File: config.mk
export PLATFORM = sky130hd
export DESIGN_NAME = ahb3_bootrom_bridge
export DESIGN_NICKNAME = d
export VERILOG_FILES = /design/src/rtl/ahb3_bootrom_bridge.sv
export SDC_FILE = /design/constraint.sdc
export NUM_CORES = 1
export LEC_CHECK = 0
export CAP_MARGIN = 20
export CELL_PAD_IN_SITES_DETAIL_PLACEMENT = 0
export CELL_PAD_IN_SITES_GLOBAL_PLACEMENT = 2
export CORE_MARGIN = 2
export CORE_UTILIZATION = 16
export CTS_CLUSTER_DIAMETER = 40
export CTS_CLUSTER_SIZE = 24
export DETAILED_ROUTE_END_ITERATION = 7
export PLACE_DENSITY = 0.78
export REMOVE_ABC_BUFFERS = 1
export SLEW_MARGIN = 10
export SYNTH_ARGS = -nofsm -noshare
export SYNTH_HDL_FRONTEND = slang
export SYNTH_SLANG_ARGS = --single-unit
File: constraint.sdc
create_clock -name clk -period 1.9 [get_ports clk]
set_clock_uncertainty 0.05 [all_clocks]
set_input_delay 0.38 -clock clk [delete_from_list [all_inputs] [get_ports clk]]
set_output_delay 0.38 -clock clk [all_outputs]
set_load 0.01 [all_outputs]
File: src/rtl/ahb3_bootrom_bridge.sv
// AHB3 slave front end for a combinational boot ROM word array.
// Optional: AHB3_BOOTROM_WRITE_IGNORE_EN completes legal writes with OKAY.
module ahb3_bootrom_bridge #(
  parameter int PLEN        = 32,
  parameter int XLEN        = 32,
  parameter int ROM_AW      = 6,
  parameter int WAIT_STATES = 0
) (
  input  logic              clk,
  input  logic              rst,
  input  logic              ahb3_hsel_i,
  input  logic [PLEN-1:0]   ahb3_haddr_i,
  input  logic [XLEN-1:0]   ahb3_hwdata_i,
  input  logic              ahb3_hwrite_i,
  input  logic [2:0]        ahb3_hsize_i,
  input  logic [2:0]        ahb3_hburst_i,
  input  logic [3:0]        ahb3_hprot_i,
  input  logic [1:0]        ahb3_htrans_i,
  input  logic              ahb3_hmastlock_i,
  input  logic              ahb3_hready_i,
  output logic [XLEN-1:0]   ahb3_hrdata_o,
  output logic              ahb3_hreadyout_o,
  output logic              ahb3_hresp_o,
  output logic [ROM_AW-1:0] rom_addr_o,
  input  logic [XLEN-1:0]   rom_data_i
);

  typedef enum logic [2:0] {
    S_IDLE,
    S_WAIT,
    S_DATA,
    S_ERR1,
    S_ERR2
  } state_t;

  state_t     state;
  state_t     state_nxt;
  logic [3:0] cnt;
  logic [3:0] cnt_nxt;
  logic       hwrite_q;
  logic [2:0] hsize_q;

  logic accept;
  logic bad_size;
  logic bad_align;
  logic wr_err;
  logic wr_skip;
  logic xfer_err;
  logic load_addr;
  logic load_data;
  logic unused_ok;

  assign accept = ahb3_hsel_i & ahb3_hready_i
                & ahb3_htrans_i[1];

  assign bad_size = ahb3_hsize_i > 3'b010;

  always_comb begin
    bad_align = 1'b0;
    unique case (ahb3_hsize_i)
      3'b001:  bad_align = ahb3_haddr_i[0];
      3'b010:  bad_align = |ahb3_haddr_i[1:0];
      default: bad_align = 1'b0;
    endcase
  end

`ifdef AHB3_BOOTROM_WRITE_IGNORE_EN
  assign wr_err  = 1'b0;
  assign wr_skip = ahb3_hwrite_i & ~bad_size
                 & ~bad_align;
`else
  assign wr_err  = ahb3_hwrite_i;
  assign wr_skip = 1'b0;
`endif

  assign xfer_err = bad_size | bad_align | wr_err;

  always_comb begin
    state_nxt        = state;
    cnt_nxt          = cnt;
    load_addr        = 1'b0;
    load_data        = 1'b0;
    ahb3_hreadyout_o = 1'b1;
    ahb3_hresp_o     = 1'b0;
    case (state)
      S_IDLE, S_DATA, S_ERR2: begin
        // Pipelined accept: a new address phase may
        // overlap the last cycle of the previous one.
        ahb3_hresp_o = (state == S_ERR2);
        state_nxt    = S_IDLE;
        if (accept && !wr_skip) begin
          load_addr = 1'b1;
          if (xfer_err) begin
            state_nxt = S_ERR1;
          end else begin
            state_nxt = S_WAIT;
            cnt_nxt   = 4'(WAIT_STATES);
          end
        end
      end
      S_WAIT: begin
        ahb3_hreadyout_o = 1'b0;
        if (cnt != 4'd0) begin
          cnt_nxt = cnt - 4'd1;
        end else begin
          load_data = 1'b1;
          state_nxt = S_DATA;
        end
      end
      S_ERR1: begin
        ahb3_hreadyout_o = 1'b0;
        ahb3_hresp_o     = 1'b1;
        state_nxt        = S_ERR2;
      end
      default: state_nxt = S_IDLE;
    endcase
  end

  always_ff @(posedge clk) begin
    if (!rst) begin
      state         <= S_IDLE;
      cnt           <= 4'd0;
      rom_addr_o    <= '0;
      ahb3_hrdata_o <= '0;
      hwrite_q      <= 1'b0;
      hsize_q       <= 3'b000;
    end else begin
      state <= state_nxt;
      cnt   <= cnt_nxt;
      if (load_addr) begin
        rom_addr_o <= ahb3_haddr_i[ROM_AW+1:2];
        hwrite_q   <= ahb3_hwrite_i;
        hsize_q    <= ahb3_hsize_i;
      end
      if (load_data) begin
        ahb3_hrdata_o <= rom_data_i;
      end
    end
  end

  assign unused_ok = ^{ahb3_hwdata_i, ahb3_hburst_i,
                       ahb3_hprot_i, ahb3_hmastlock_i,
                       ahb3_haddr_i[PLEN-1:ROM_AW+2],
                       ahb3_htrans_i[0], hwrite_q,
                       hsize_q};

endmodule

# Yosys cells after proc, flatten, opt, wreduce, memory -nomap -nowiden
# Index checks and enable logic that the tools add are counted.
[totals] word_cells=42 reg_bits=45 output_inout_bits=40 input_bits=114
[op_classes] n_eq_ne=10 n_addsub=1 bitwise=4 mux=15 reduce_logical=7 n_lt_le_gt_ge=1
[op_table] cell="two-way mux 4 bit" count=3
[op_table] cell="equality test 3 x 2 -> 1 bit (second input constant)" count=3
[op_table] cell="one-hot mux 3 bit (3 select lines)" count=1
[op_table] cell="!= test 2 bit (second input constant)" count=4
[op_table] cell="one-hot mux 4 bit (2 select lines)" count=1
[op_table] cell="equality test 3 x 1 -> 1 bit (second input constant)" count=2
[op_table] cell="two-way mux 1 bit" count=5
[op_table] cell="two-way mux 2 bit" count=2
[op_table] cell="one-hot mux 1 bit (2 select lines)" count=2
[op_table] cell="AND reduction 4 bit" count=1
[op_table] cell="nonzero test 4 bit" count=1
[op_table] cell="OR reduction 2 bit" count=2
[op_table] cell="subtractor 4 x 1 -> 4 bit (second input constant)" count=1
[op_table] cell="equality test 3 bit (second input constant)" count=1
[op_table] cell="greater-than comparator 3 x 2 -> 1 bit (second input constant)" count=1
[op_table] cell="logical NOT 3 bit" count=1
[op_table] cell="two-way mux 3 bit" count=1
[op_table] cell="OR reduction 3 bit" count=1
[op_table] cell="bitwise AND 1 bit" count=2
[op_table] cell="bitwise OR 1 bit" count=2
[op_table] cell="nonzero test 2 bit" count=1

# Depth between registers and ports, before layout
[depth] depth_word=7 ltp_mapped=8 depth_no_buf=6

# Least setup slack after synthesis
# Ideal clock, no wire load.
[synth_path] kind="register -> register" start="register cnt[0]" end="register ahb3_hrdata_o[12]" synth_period_minus_slack_ns=1.759 setup_time_ns=0.116 n_path_buf=2 setup_slack_ns=0.141 t_required_ns=1.734 t_arrival_ns=1.593 path_stages_with_launch=9 cell_sequence="dfxtp_1 inv_1 ha_1 or3b_4 or3_1 buf_2 buf_6 nand2_1 a21boi_1"
[synth_between] elab_chain_len=3
[synth_rtl] element="start, declared" line="38" text="logic [3:0] cnt;"
[synth_rtl] element="start signal, assigned" line="129" text="cnt <= cnt_nxt;"
[synth_rtl] element="nonzero test 4 bit" line="103" text="if (cnt != 4'd0) begin"
[synth_rtl] element="two-way mux 1 bit" line="103"
[synth_rtl] element="two-way mux 1 bit" line="85" text="case (state)"
[synth_rtl] element="end signal, assigned" line="136" text="ahb3_hrdata_o <= rom_data_i;"
[synth_rtl] element="end, declared" line="21" text="output logic [XLEN-1:0] ahb3_hrdata_o,"
# Every way passes these cells.
# A chain may end at the register's enable or synchronous reset.

# Worst setup path in the final report
[layout_path] start="register cnt[1]" end="register ahb3_hrdata_o[13]"
# Same word-level chain as after synthesis.

==> run metrics <==
status=finished clean; sequential fraction of design power=53.2%; number of port buffers=88; Pwr Density=594 nW/um2; Fill cells=1,166; Die ar.=12,100 um2; Hold Buf Count CTS=0; FMAX=543 MHz; P_sw=0.437 mW; number of synthesized register bits=45; P&R area growth vs syn=71.8%; HPWL after DPL=3.79 mm; initial antenna violation count=0; drt via density=3.80; Setup crit start kind=flop; Synth Warn #=0; main combinational cell family by area after synthesis=simple AND/OR/NAND/NOR gates; DR top layer=met4; pre-CTS setup slack=0.0403 ns; mapped cell area=1790 um2; ANT nets after route=0; worst relative slew slack=76.9%; P_leak=1.08 nW; largest fanout on the critical path=9; placed cells=432; CP required=2.07 ns; RePlAce Congestion=0.656; Global Route Usage Sum=8.67%; Netlist cell types=27; Die H=110 um; routed wl met2=2.71 mm; worst min-delay path category=flop to flop; post-synthesis compound-gate area fraction=16.6%; share of cells above drive strength 1=10.2%; vias in the first global route=1,742; H-Tree Depth=2; Final #Nets=419; WP data arrival=2.02 ns; total gr overflow=0; Worst-Margin Slew=0.343 ns; wl on met1=2.25 mm; VDD IR max=0.241 mV; via count=1,689; final worst path period need=1.84 ns; Core Area=10,900 um2; # rows=38; Initial Utilization=16.4%; CTS Buffer Depth=2; Mapped Cells=204; root buffer cell=clkbuf_8; Switching Share=23.9%; Clk Latency, worst-skew pair=0.29 ns; Die Wd=110 um; Util after Layout=28.2%; fin crit share=97.0%; Hold WS=0.403 ns; Main synth FF type=dfxtp_1; # IOs=154; xor and xnor area share after synthesis=1.47%; TritonCTS Buffers=5; number of flops mapped to enable cells by yosys=0; Synth Area in Simple Gates=22.5%; routed wl met3=260 um; largest net degree at the start of global routing=24; Setup crit end kind=flop; first-pass GRT wire length=8.04 mm; Final Setup Violations=0; combinational power share=13.7%; Clock Power Share=33.1%; fin. max-slew vios=0; Ant. Diodes=0; adder-cell share of the synthesized area=0.699%; first-iteration detailed-routing DRC count=70; clock sinks=45; DRC Markers=0; Final Non-Filler Cells=445; Setup CP Type=flop to flop; number of max-cap violations=0; syn_area_per_cell=8.78 um2; P_int=1.39 mW; final WL=5.32 mm; Clk pin slew, worst setup/hold paths=0.09 ns; fraction of registers with async set/reset=0%; sequential area share after synthesis=50.3%; TritonCTS clock tree=yes; post-synthesis mux area share=3.91%; wire per inst=11.9 um; TritonRoute pass-1 iters=4; Final WS setup=0.0576 ns; final hold vios=0
-- placed cells by master (no fill, tap or decap), types with 2 or more instances in the layout --
| master | count |
|---|---|
| a21boi_1 | 31 |
| nand3_1 | 2 |
| nor2b_1 | 7 |
| clkbuf_16 | 2 |
| nand2_1 | 69 |
| nor3_1 | 2 |
| clkdlybuf4s50_1 | 87 |
| nor2_1 | 6 |
| dfxtp_2 | 3 |
| clkbuf_8 | 5 |
| dfxtp_1 | 42 |
| xor2_1 | 2 |
| buf_4 | 10 |
| a21boi_0 | 2 |
| clkinvlp_4 | 2 |
| o21ai_0 | 5 |
| buf_6 | 3 |
| mux2i_1 | 7 |
-- critical path: stages (launching register included) --
cell      delay (ns)
dfxtp_2         0.34
inv_1           0.09
ha_4            0.13
or3b_4          0.37
buf_6           0.13
nor3_4          0.18
buf_6           0.16
buf_8           0.13
nand2_1         0.05
a21boi_0        0.14
-- power groups by stage --
| stage | Combinational, mW | Clock, mW | Sequential [mW] |
|---|---|---|---|
| 2_1_floorplan | 0.0538 | 0 | 1.00 |
| 3_3_place_gp | 0.242 | 0 | 0.995 |
| 3_5_place_dp | 0.243 | 0 | 0.996 |
| 4_1_cts | 0.244 | 0.647 | 0.974 |
| 5_1_grt | 0.272 | 0.678 | 0.977 |
| 6_report | 0.250 | 0.605 | 0.973 |
-- area by class of cell --
type	count	area, um2	share of cell area, %
flip-flops and latches	45	905	29.4
well taps	140	175	5.70
clock inverters	2	15.0	0.488
clock buffers	6	72.6	2.36
repair buffers	105	1070	34.9
multi-input cells	145	827	26.9
inverters	2	7.51	0.244
-- cell families (layout without fill, tap and decap cells) --
family                     Yosys count  in the layout
AOI/OAI and AO/OA                   41             41
adders and majority gates            1              1
buffers and inverters               14            115
and+or+nand+nor                     93             93
muxes                                7              7
xor gates and xnor gates             3              3
DFF                                 45             45
-- per-stage QoR --
| step | instance area, um2 | total power, mW | setup TNS (ns) |
|---|---|---|---|
| final | 3080 | 1.83 | 0 |
| after global routing | 3080 | 1.93 | -0.0476 |
| after floorplan | 1720 | 1.06 | -9.79 |
| after global placement | 2880 | 1.24 | 0 |
| after detailed placement | 2880 | 1.24 | 0 |
| after CTS | 2970 | 1.86 | 0 |
-- per-layer routing --
metal | global-route usage, % | up-vias
met4 | 3.89 | 0
met5 | 0 | -
met1 | 9.75 | 784
met2 | 15.4 | 36
li1 | - | 862
met3 | 2.02 | 7
-- final timing paths --
| kind | startpoint | endpoint | slack (ns) | cells past startpoint |
|---|---|---|---|---|
| max | cnt[1] | ahb3_hrdata_o[13] | 0.06 | 9 |
| min | ahb3_hrdata_o[2] | ahb3_hrdata_o[2] | 0.40 | 2 |
| max reg2reg | cnt[1] | ahb3_hrdata_o[13] | 0.06 | 9 |
| min reg2reg | ahb3_hrdata_o[2] | ahb3_hrdata_o[2] | 0.40 | 2 |
-- synth_stat cells, types with 2 or more instances --
cell type,count,area share (%)
dfxtp_1,45,50
a21boi_0,3,1.3
buf_2,5,1.4
clkbuf_1,4,0.84
xor2_1,2,0.98
nand2_1,69,14
inv_1,2,0.42
nor2b_1,7,2.4
buf_6,3,1.9
o21ai_0,5,1.4
a21boi_1,30,13
nand3_1,2,0.56
nor2_1,6,1.3
mux2i_1,7,3.9
nor3_1,2,0.56
-- state kept, by name, indices dropped and copies added, names as in the netlist --
name	count
cnt	4
rom_addr_o	6
state	3
ahb3_hrdata_o	32
-- what timing repair did --
action / CTS / global route
setup buffers: 0 / 3
pin swaps: 0 / 2
endpoints found under the setup margin: 1 / 30
gates resized for setup: 1 / 12
cloned: 0 / 2
Power figures use the tool's default switching activity.
